--- config.mk ---
export PLATFORM = sky130hd
export DESIGN_NAME = lake_sched_ctrl_flat
export DESIGN_NICKNAME = d
export VERILOG_FILES = /design/src/rtl/lake_sched_pkg.sv /design/src/rtl/lake_sched_ctrl_if.sv /design/src/rtl/lake_iter_dom.sv /design/src/rtl/lake_sched_ctrl.sv /design/src/flat_wrapper.sv
export SDC_FILE = /design/constraint.sdc
export NUM_CORES = 1
export LEC_CHECK = 0
export BUFFER_PORTS_ARGS = -buffer_cell sky130_fd_sc_hd__buf_2
export CORE_MARGIN = 8
export CORE_UTILIZATION = 45
export DETAILED_ROUTE_END_ITERATION = 8
export HOLD_SLACK_MARGIN = 0.06
export PLACE_DENSITY = 0.71
export SYNTH_ARGS = -nofsm -noshare
export SYNTH_HDL_FRONTEND = slang
export SYNTH_SLANG_ARGS = --single-unit
--- constraint.sdc ---
create_clock -name clk -period 8.35 [get_ports clk]
set_clock_uncertainty 0.2 [all_clocks]
set_input_delay 1.67 -clock clk [delete_from_list [all_inputs] [get_ports clk]]
set_output_delay 1.67 -clock clk [all_outputs]
set_load 0.005 [all_outputs]
--- src/rtl/lake_sched_pkg.sv ---
// rtl/lake_sched_pkg.sv - shared types and constants for the lake schedule controller
// Contents: FSM state enum, default parameter values, config_memory field layout.
package lake_sched_pkg;

  typedef enum logic [1:0] {
    ST_IDLE = 2'd0,
    ST_RUN  = 2'd1,
    ST_DONE = 2'd2
  } sched_state_t;

  localparam int DEF_NUM_DIMS   = 6;
  localparam int DEF_CNT_WIDTH  = 16;
  localparam int DEF_TIME_WIDTH = 16;
  localparam int DEF_ADDR_WIDTH = 9;
  localparam int DIM_SEL_WIDTH  = 3;

  // Field layout inside config_memory, packed LSB first.
  localparam int CFG_ENABLE_OFS      = 0;
  localparam int CFG_ENABLE_W        = 1;
  localparam int CFG_DIMS_OFS        = CFG_ENABLE_OFS + CFG_ENABLE_W;
  localparam int CFG_DIMS_W          = DIM_SEL_WIDTH;
  localparam int CFG_EXTENT_OFS      = CFG_DIMS_OFS + CFG_DIMS_W;
  localparam int CFG_EXTENT_W        = DEF_NUM_DIMS * DEF_CNT_WIDTH;
  localparam int CFG_SCHED_START_OFS = CFG_EXTENT_OFS + CFG_EXTENT_W;
  localparam int CFG_SCHED_START_W   = DEF_TIME_WIDTH;
  localparam int CFG_SCHED_DELTA_OFS = CFG_SCHED_START_OFS + CFG_SCHED_START_W;
  localparam int CFG_SCHED_DELTA_W   = DEF_NUM_DIMS * DEF_TIME_WIDTH;
  localparam int CFG_ADDR_START_OFS  = CFG_SCHED_DELTA_OFS + CFG_SCHED_DELTA_W;
  localparam int CFG_ADDR_START_W    = DEF_ADDR_WIDTH;
  localparam int CFG_ADDR_DELTA_OFS  = CFG_ADDR_START_OFS + CFG_ADDR_START_W;
  localparam int CFG_ADDR_DELTA_W    = DEF_NUM_DIMS * DEF_ADDR_WIDTH;
  localparam int CFG_TOTAL_W         = CFG_ADDR_DELTA_OFS + CFG_ADDR_DELTA_W;

endpackage

--- src/rtl/lake_sched_ctrl_if.sv ---
// rtl/lake_sched_ctrl_if.sv - port-side handshake bundle of the schedule controller
// Signals: port_ready (port -> ctrl), step/addr/mux_sel/done/overrun (ctrl -> port).
// Modports: master = controller side, slave = lakespec port side.
interface lake_sched_ctrl_if
  import lake_sched_pkg::*;
#(
  parameter int ADDR_WIDTH = DEF_ADDR_WIDTH
);
  logic                     port_ready;
  logic                     step;
  logic [ADDR_WIDTH-1:0]    addr;
  logic [DIM_SEL_WIDTH-1:0] mux_sel;
  logic                     done;
  logic                     overrun;

  modport master (input port_ready, output step, addr, mux_sel, done, overrun);
  modport slave  (output port_ready, input step, addr, mux_sel, done, overrun);
endinterface

--- src/rtl/lake_iter_dom.sv ---
// rtl/lake_iter_dom.sv - iteration-domain counters with lowest-non-wrapping-dimension encoder
// Ports: clk, rst, clear (return iterators to 0), advance (a step is taken),
//        dimensionality, extent in; mux_sel (dimension to bump), last (all at extent) out.
module lake_iter_dom
  import lake_sched_pkg::*;
#(
  parameter int NUM_DIMS  = DEF_NUM_DIMS,
  parameter int CNT_WIDTH = DEF_CNT_WIDTH
) (
  input  logic                               clk,
  input  logic                               rst,
  input  logic                               clear,
  input  logic                               advance,
  input  logic [DIM_SEL_WIDTH-1:0]           dimensionality,
  input  logic [NUM_DIMS-1:0][CNT_WIDTH-1:0] extent,
  output logic [DIM_SEL_WIDTH-1:0]           mux_sel,
  output logic                               last
);

  logic [NUM_DIMS-1:0][CNT_WIDTH-1:0] iter;

  // Scan from the top down so the lowest qualifying dimension is written last.
  // Inactive dimensions behave as extent 0: they are always "at extent".
  always_comb begin
    mux_sel = '0;
    last    = 1'b1;
    for (int d = NUM_DIMS - 1; d >= 0; d--) begin
      if (d < int'(dimensionality) && iter[d] != extent[d]) begin
        mux_sel = DIM_SEL_WIDTH'(d);
        last    = 1'b0;
      end
    end
  end

  always_ff @(posedge clk) begin
    if (rst || clear) begin
      iter <= '0;
    end else if (advance && !last) begin
      for (int d = 0; d < NUM_DIMS; d++) begin
        if (d < int'(mux_sel)) begin
          iter[d] <= '0;
        end else if (d == int'(mux_sel)) begin
          iter[d] <= iter[d] + CNT_WIDTH'(1);
        end
      end
    end
  end

endmodule

--- src/rtl/lake_sched_ctrl.sv ---
// rtl/lake_sched_ctrl.sv - static affine schedule controller for one lakespec port
// Ports: clk, rst (sync, active-high), flush, enable, dimensionality, extent,
//        sched_start, sched_delta, addr_start, addr_delta in; port (lake_sched_ctrl_if.master)
//        carries port_ready in and step/addr/mux_sel/done/overrun out.
// Build option: LAKE_SCHED_CTRL_BACKPRESSURE_EN makes steps wait for port_ready.
module lake_sched_ctrl
  import lake_sched_pkg::*;
#(
  parameter int NUM_DIMS   = DEF_NUM_DIMS,
  parameter int CNT_WIDTH  = DEF_CNT_WIDTH,
  parameter int TIME_WIDTH = DEF_TIME_WIDTH,
  parameter int ADDR_WIDTH = DEF_ADDR_WIDTH
) (
  input  logic                                clk,
  input  logic                                rst,
  input  logic                                flush,
  input  logic                                enable,
  input  logic [DIM_SEL_WIDTH-1:0]            dimensionality,
  input  logic [NUM_DIMS-1:0][CNT_WIDTH-1:0]  extent,
  input  logic [TIME_WIDTH-1:0]               sched_start,
  input  logic [NUM_DIMS-1:0][TIME_WIDTH-1:0] sched_delta,
  input  logic [ADDR_WIDTH-1:0]               addr_start,
  input  logic [NUM_DIMS-1:0][ADDR_WIDTH-1:0] addr_delta,
  lake_sched_ctrl_if.master                   port
);

  sched_state_t             state_q, state_d;
  logic [TIME_WIDTH-1:0]    cycle_cnt;
  logic [TIME_WIDTH-1:0]    sched_time;
  logic [ADDR_WIDTH-1:0]    addr_r;
  logic [DIM_SEL_WIDTH-1:0] enc_sel;
  logic                     last;
  logic                     in_run;
  logic                     match;
  logic                     fire;
  logic                     stall;
  logic [TIME_WIDTH-1:0]    time_inc;
  logic [ADDR_WIDTH-1:0]    addr_inc;

  assign in_run = (state_q == ST_RUN);
  assign match  = in_run && (cycle_cnt == sched_time);

`ifdef LAKE_SCHED_CTRL_BACKPRESSURE_EN
  // A match without port_ready freezes the counter so the same time matches again.
  assign fire  = match && port.port_ready && !flush;
  assign stall = match && !port.port_ready;
  assign port.overrun = 1'b0;
`else
  logic overrun_q;

  assign fire  = match && !flush;
  assign stall = 1'b0;

  always_ff @(posedge clk) begin
    if (rst || flush) begin
      overrun_q <= 1'b0;
    end else if (fire && !port.port_ready) begin
      overrun_q <= 1'b1;
    end
  end

  assign port.overrun = overrun_q;
`endif

  lake_iter_dom #(
    .NUM_DIMS (NUM_DIMS),
    .CNT_WIDTH(CNT_WIDTH)
  ) u_iter_dom (
    .clk           (clk),
    .rst           (rst),
    .clear         (flush || !in_run),
    .advance       (fire),
    .dimensionality(dimensionality),
    .extent        (extent),
    .mux_sel       (enc_sel),
    .last          (last)
  );

  always_comb begin
    time_inc = '0;
    addr_inc = '0;
    for (int d = 0; d < NUM_DIMS; d++) begin
      if (int'(enc_sel) == d) begin
        time_inc = sched_delta[d];
        addr_inc = addr_delta[d];
      end
    end
  end

  always_comb begin
    state_d = state_q;
    case (state_q)
      ST_IDLE: if (enable && !flush) state_d = ST_RUN;
      ST_RUN: begin
        if (flush) begin
          state_d = ST_IDLE;
        end else if (fire && last) begin
          state_d = ST_DONE;
        end
      end
      ST_DONE: if (flush) state_d = ST_IDLE;
      default: state_d = ST_IDLE;
    endcase
  end

  always_ff @(posedge clk) begin
    if (rst) begin
      state_q <= ST_IDLE;
    end else begin
      state_q <= state_d;
    end
  end

  // Outside RUN the datapath is held at its start point so the first RUN cycle
  // begins with cycle_cnt=0, sched_time=sched_start and addr_r=addr_start.
  always_ff @(posedge clk) begin
    if (rst || flush || !in_run) begin
      cycle_cnt  <= '0;
      sched_time <= sched_start;
      addr_r     <= addr_start;
    end else begin
      if (!stall) begin
        cycle_cnt <= cycle_cnt + TIME_WIDTH'(1);
      end
      if (fire && !last) begin
        sched_time <= sched_time + time_inc;
        addr_r     <= addr_r + addr_inc;
      end
    end
  end

  assign port.step    = fire;
  assign port.addr    = in_run ? addr_r : addr_start;
  assign port.mux_sel = in_run ? enc_sel : '0;
  assign port.done    = (state_q == ST_DONE);

endmodule
--- src/flat_wrapper.sv ---
// flat-port wrapper written by rule: the top's interface ports become plain ports
module lake_sched_ctrl_flat import lake_sched_pkg::*;
#(
  parameter int NUM_DIMS   = DEF_NUM_DIMS,
  parameter int CNT_WIDTH  = DEF_CNT_WIDTH,
  parameter int TIME_WIDTH = DEF_TIME_WIDTH,
  parameter int ADDR_WIDTH = DEF_ADDR_WIDTH
)
  (clk, rst, flush, enable, dimensionality, extent, sched_start, sched_delta, addr_start, addr_delta, port_port_ready, port_step, port_addr, port_mux_sel, port_done, port_overrun);
  lake_sched_ctrl_if #(.ADDR_WIDTH(ADDR_WIDTH)) port_i ();
  input  logic clk;
  input  logic rst;
  input  logic flush;
  input  logic enable;
  input  logic [DIM_SEL_WIDTH-1:0] dimensionality;
  input  logic [NUM_DIMS-1:0][CNT_WIDTH-1:0] extent;
  input  logic [TIME_WIDTH-1:0] sched_start;
  input  logic [NUM_DIMS-1:0][TIME_WIDTH-1:0] sched_delta;
  input  logic [ADDR_WIDTH-1:0] addr_start;
  input  logic [NUM_DIMS-1:0][ADDR_WIDTH-1:0] addr_delta;
  input wire logic [$bits(port_i.port_ready)-1:0] port_port_ready;
  output wire logic [$bits(port_i.step)-1:0] port_step;
  output wire logic [$bits(port_i.addr)-1:0] port_addr;
  output wire logic [$bits(port_i.mux_sel)-1:0] port_mux_sel;
  output wire logic [$bits(port_i.done)-1:0] port_done;
  output wire logic [$bits(port_i.overrun)-1:0] port_overrun;
  assign port_i.port_ready = port_port_ready;
  assign port_step = port_i.step;
  assign port_addr = port_i.addr;
  assign port_mux_sel = port_i.mux_sel;
  assign port_done = port_i.done;
  assign port_overrun = port_i.overrun;
  lake_sched_ctrl #(.NUM_DIMS(NUM_DIMS), .CNT_WIDTH(CNT_WIDTH), .TIME_WIDTH(TIME_WIDTH), .ADDR_WIDTH(ADDR_WIDTH)) u_core (.clk(clk), .rst(rst), .flush(flush), .enable(enable), .dimensionality(dimensionality), .extent(extent), .sched_start(sched_start), .sched_delta(sched_delta), .addr_start(addr_start), .addr_delta(addr_delta), .port(port_i));
endmodule
==> impl_results.html <==
<table>
<tr><th>Metric</th><th>Value</th></tr>
<tr><th colspan="2">Finish</th></tr>
<tr><td>Number of fillers in the final layout</td><td>1970</td></tr>
<tr><td>Share of cells above drive strength 1</td><td>24.5%</td></tr>
<tr><td>End-of-flow core utilization</td><td>roughly 57%</td></tr>
<tr><td>Nets@finish</td><td>1782</td></tr>
<tr><td>Design area</td><td>12000 um^2</td></tr>
<tr><td>Layout overhead on the synthesized area</td><td>24.3%</td></tr>
<tr><td>Diode count</td><td>0</td></tr>
<tr><th colspan="2">STA</th></tr>
<tr><td>Post-layout min period</td><td>6.97 ns</td></tr>
<tr><td>Final Max Tran Viols</td><td>0</td></tr>
<tr><td>Final setup violating endpoints</td><td>0</td></tr>
<tr><td>Final count of hold timing violations</td><td>0</td></tr>
<tr><td>Worst hold slack</td><td>0.292 ns</td></tr>
<tr><td>Relative slew slack</td><td>about two fifths</td></tr>
<tr><td>Setup TNS</td><td>0 ns</td></tr>
<tr><td>Least-Margin Pin Slew</td><td>0.886 ns</td></tr>
<tr><td>Achievable Freq</td><td>roughly 0.14 GHz</td></tr>
<tr><td>Final Cycle Share</td><td>83.4%</td></tr>
<tr><td>Unrepaired setup endpoints after global routing</td><td>false</td></tr>
<tr><th colspan="2">GRT</th></tr>
<tr><td>Global route overflow</td><td>0</td></tr>
<tr><td>Tot GR Track Use</td><td>24.2%</td></tr>
<tr><td>Wire length of the first global-routing pass</td><td>50.4 mm</td></tr>
<tr><td>Number of global-route vias before repair</td><td>9846</td></tr>
<tr><td>Number of antenna violations at the first check in global routing</td><td>0</td></tr>
<tr><td>Largest net degree at the start of global routing</td><td>78</td></tr>
<tr><th colspan="2">Clock tree</th></tr>
<tr><td># H-tree levels</td><td>4</td></tr>
<tr><td>Worst-skew pair later-pin latency</td><td>0.41 ns</td></tr>
<tr><td>Clk sinks</td><td>140</td></tr>
<tr><td>Worst-path clk slew</td><td>0.06 ns</td></tr>
<tr><td>Total CTS buffers</td><td>17</td></tr>
<tr><td>Clock tree from TritonCTS</td><td>built</td></tr>
<tr><td>Resized cells post-CTS</td><td>0</td></tr>
<tr><td>CTS hold repair buffers</td><td>0</td></tr>
<tr><td>Clock Tree Root</td><td>clkbuf_16</td></tr>
<tr><td>Setup repair bufs after CTS</td><td>0</td></tr>
<tr><td>Maximum number of buffers from clock root to sink</td><td>2</td></tr>
<tr><th colspan="2">Worst setup path</th></tr>
<tr><td>Cell with the most instances on the worst path</td><td>a21oi_1</td></tr>
<tr><td>Number of cells on the worst reg-to-reg path</td><td>20</td></tr>
<tr><td>Series of cell instances along the critical path</td><td>buf_2 &gt; xor2_1 &gt; nor4_1 &gt; nand4_1 &gt; a21oi_1 &gt; a221o_2 &gt; and3_1 &gt; a22oi_1 &gt; a211oi_1 &gt; a21o_1 &gt; ha_1 &gt; a21o_1 &gt; a21oi_1 &gt; o21bai_1 &gt; a21oi_1 &gt; o21bai_1 &gt; a211oi_1 &gt; o21ai_0 &gt; a41oi_1 &gt; xor2_1 &gt; o21ai_0</td></tr>
<tr><td>Startpoint of the worst register-to-register path</td><td>u_core.u_iter_dom.iter[48]</td></tr>
<tr><td>Type of the worst setup path</td><td>input port to flop</td></tr>
<tr><td>Startpoint of the most critical setup path</td><td>extent[21]</td></tr>
<tr><td>Largest delay contributor family on the critical path</td><td>compound AO/OA/AOI/OAI gates</td></tr>
<tr><td>Signal arrival time at the worst endpoint</td><td>between 6 and 7 ns</td></tr>
<tr><td>Type of destination of the critical path</td><td>flop</td></tr>
<tr><td>Slowest-stage cell, CP</td><td>a221o_2</td></tr>
<tr><td>Flop2flop setup slack</td><td>about 2.3 ns</td></tr>
<tr><td>Capture point of the worst reg-to-reg path</td><td>u_core.sched_time[14]</td></tr>
<tr><td>Buffers and inverters on the worst path</td><td>1</td></tr>
<tr><td>CP max stage delay</td><td>0.78 ns</td></tr>
<tr><td>CP Max Fanout</td><td>32</td></tr>
<tr><td>Startpoint type of the worst setup path</td><td>input port</td></tr>
<tr><td>Worst path depth</td><td>21</td></tr>
<tr><td>Required time worst endpoint</td><td>8.29 ns</td></tr>
<tr><th colspan="2">Yosys</th></tr>
<tr><td>Post-Syn Nets</td><td>1500</td></tr>
<tr><td>Count of distinct cell types in the synthesized netlist</td><td>66</td></tr>
<tr><td>Ys async rst share</td><td>0%</td></tr>
<tr><td>Cell count after synthesis</td><td>1188</td></tr>
<tr><td>Sequential-to-total area share from yosys stat</td><td>31.7%</td></tr>
<tr><td>Top FF cell, synth</td><td>dfxtp_1</td></tr>
<tr><td>Post-Synthesis Cell Area</td><td>9640 um^2</td></tr>
<tr><td>Post-Synthesis Mean Instance Area</td><td>8.11 um^2</td></tr>
<tr><td>Number of flops mapped to enable cells by yosys</td><td>25</td></tr>
<tr><td>Synthesis-stage register bit count</td><td>140</td></tr>
<tr><td>Synth warn</td><td>0</td></tr>
<tr><th colspan="2">Min path</th></tr>
<tr><td>Cell count of the worst hold path</td><td>1</td></tr>
<tr><td>Destination of the worst hold path</td><td>u_core.state_q[0]</td></tr>
<tr><td>Hold path startpoint</td><td>u_core.state_q[1]</td></tr>
<tr><td>Hold/Removal Path Class</td><td>flop to flop</td></tr>
<tr><th colspan="2">Placed design</th></tr>
<tr><td>Weighted congestion at the end of routability-driven global placement</td><td>0.877</td></tr>
<tr><td>Number of buffer cells added on primary ports</td><td>293</td></tr>
<tr><td>Placed standard-cell area</td><td>11400 um^2</td></tr>
<tr><td>DPL Wire Length</td><td>roughly 26 mm</td></tr>
<tr><th colspan="2">Routing</th></tr>
<tr><td>Total via count in the routed design</td><td>9593</td></tr>
<tr><td>Antenna-violating nets left</td><td>0</td></tr>
<tr><td>Total routed wirelength</td><td>32.6 mm</td></tr>
<tr><td>DR iter-0 viols</td><td>467</td></tr>
<tr><td>Via-per-instance ratio</td><td>5.46</td></tr>
<tr><td>Residual DRC count</td><td>0</td></tr>
<tr><td>Drt wl/cell</td><td>around 19 um</td></tr>
<tr><td>Total iterations of the first detailed-routing run</td><td>5</td></tr>
<tr><th colspan="2">Power</th></tr>
<tr><td>Lkg Pwr</td><td>slightly below 5 nW</td></tr>
<tr><td>Power Density</td><td>148 nW/um^2</td></tr>
<tr><td>Worst vdd rail ir drop</td><td>0.0000969 V</td></tr>
<tr><th colspan="2">Status</th></tr>
<tr><td>Result of the run</td><td>finished, final reports clean</td></tr>
<tr><th colspan="2">Floorplanning</th></tr>
<tr><td>IO Count</td><td>approximately 290</td></tr>
<tr><td>Site Rows</td><td>53</td></tr>
<tr><td>Floorplan die width</td><td>162 um</td></tr>
<tr><td>Total core area</td><td>21000 um^2</td></tr>
<tr><td>Starting density of the core</td><td>45.8%</td></tr>
<tr><td>Die ar.</td><td>between 20000 and 30000 um^2</td></tr>
<tr><td>DIE HEIGHT</td><td>162 um</td></tr>
<tr><th colspan="2">Job</th></tr>
<tr><td>Total of max-cap violations</td><td>0</td></tr>
</table>
logic make-up (layout without fill, tap and decap cells):
| family | count (synthesis) | in the layout | synth area share [%] |
|---|---|---|---|
| AND/OR/NAND/NOR | 475 | 475 | 24.2 |
| AO/OA/AOI/OAI | 249 | 249 | 16.2 |
| buffers and inverters | 66 | 360 | 2.71 |
| adder cells (fa/ha/maj) | 33 | 33 | 4.44 |
| flip-flops | 140 | 140 | 31.7 |
| multiplexers | 19 | 19 | 2.00 |
| XOR/XNOR | 206 | 206 | 18.7 |
through the flow:
step / std cells / worst slack [ns] / total power, mW
after floorplan: 1188 / 1.82 / 0.898
after detailed placement: 1726 / 0.905 / 1.03
after global routing: 1757 / 0.951 / 1.85
final: 1757 / 1.38 / 1.77
after global placement: 1726 / 1.08 / 1.02
after CTS: 1757 / 1.35 / 1.79
metal layers:
layer	global-route usage [%]	vias up	part of all wire (%)
met3	5.43	53	5.9
met4	9.68	0	3.1
met1	27.1	4411	40
met2	43.7	350	51
met5	0	-	0
li1	-	4779	-
placed cells by master, fill, tap and decap left out, types with 31 or more instances in the layout:
| master | instances |
|---|---|
| o21ai_0 | 82 |
| dfxtp_1 | 115 |
| nand2_1 | 127 |
| ha_1 | 31 |
| xor2_1 | 98 |
| a21oi_1 | 69 |
| nand4_1 | 38 |
| buf_2 | 293 |
| nor2_1 | 131 |
| nand3_1 | 54 |
| xnor2_1 | 108 |
power breakdown:
part	switching [mW]	internal [mW]	total (mW)
logic	0.158	0.149	0.307
clock network	0.303	0.458	0.761
registers	0.00863	0.698	0.707
total	0.470	1.30	1.77
sequential cells by signal (all words and copies together) (netlist names):
| name | cells |
|---|---|
| u_core.addr_r | 9 |
| u_core.cycle_cnt | 16 |
| u_core.port.overrun | 1 |
| u_core.sched_time | 16 |
| u_core.state_q | 2 |
| u_core.u_iter_dom.iter | 96 |
synth_stat cells, drive strengths merged, types with 6 or more instances:
library cell / instances / area, um^2
and2: 8 / 50.1
buf: 9 / 47.5
nand3: 55 / 280
nor2: 131 / 492
a21o: 18 / 135
nor4: 14 / 103
dfxtp: 115 / 2300
nand2: 127 / 477
o22a: 12 / 105
xnor2: 108 / 946
nor2b: 6 / 37.5
xor2: 98 / 858
nand2b: 9 / 56.3
o22ai: 7 / 43.8
a211oi: 6 / 45.0
a22oi: 9 / 67.6
o21bai: 7 / 52.6
and3: 29 / 181
edfxtp: 25 / 751
o211ai: 6 / 50.1
mux2i: 17 / 170
clkbuf: 35 / 131
nand4: 41 / 293
inv: 22 / 82.6
o21ai: 84 / 420
ha: 31 / 388
nor3: 16 / 95.1
or3: 28 / 180
a21oi: 69 / 345
cell type report:
type                            instances  area [um^2]  share of cell area (%)
Tap cell                              275          344                    2.87
Sequential cell                       140         3050                    25.5
Inverter                               22         82.6                   0.689
Clock buffer                           18          450                    3.76
Timing Repair Buffer                  307         1570                    13.1
Clock inverter                         13          140                    1.17
Multi-Input combinational cell        982         6340                    52.9
worst reg2reg max path, stage by stage, from the launching register on:
cell and delay [ns]:
dfxtp_1 0.49, xnor2_1 0.16, nand4_1 0.10, o41a_1 0.54, a21oi_1 0.27, a221o_2 0.78, and3_1 0.59, a22oi_1 0.16
a211oi_1 0.27, a21o_1 0.17, ha_1 0.28, a21o_1 0.20, a21oi_1 0.22, o21bai_1 0.09, a21oi_1 0.21, o21bai_1 0.11
a211oi_1 0.29, o21ai_0 0.18, a41oi_1 0.26, xor2_1 0.15, o21ai_0 0.08
how the worst max path moves through the flow:
stage          slack, ns               endpoint
3_3_place_gp        1.08  u_core.sched_time[14]
2_1_floorplan       1.82  u_core.sched_time[14]
4_1_cts             1.35  u_core.sched_time[14]
3_5_place_dp        0.91  u_core.sched_time[14]
6_report            1.38  u_core.sched_time[14]
5_1_grt             0.95  u_core.sched_time[14]
No activity file was read; power rests on OpenSTA's default activity.
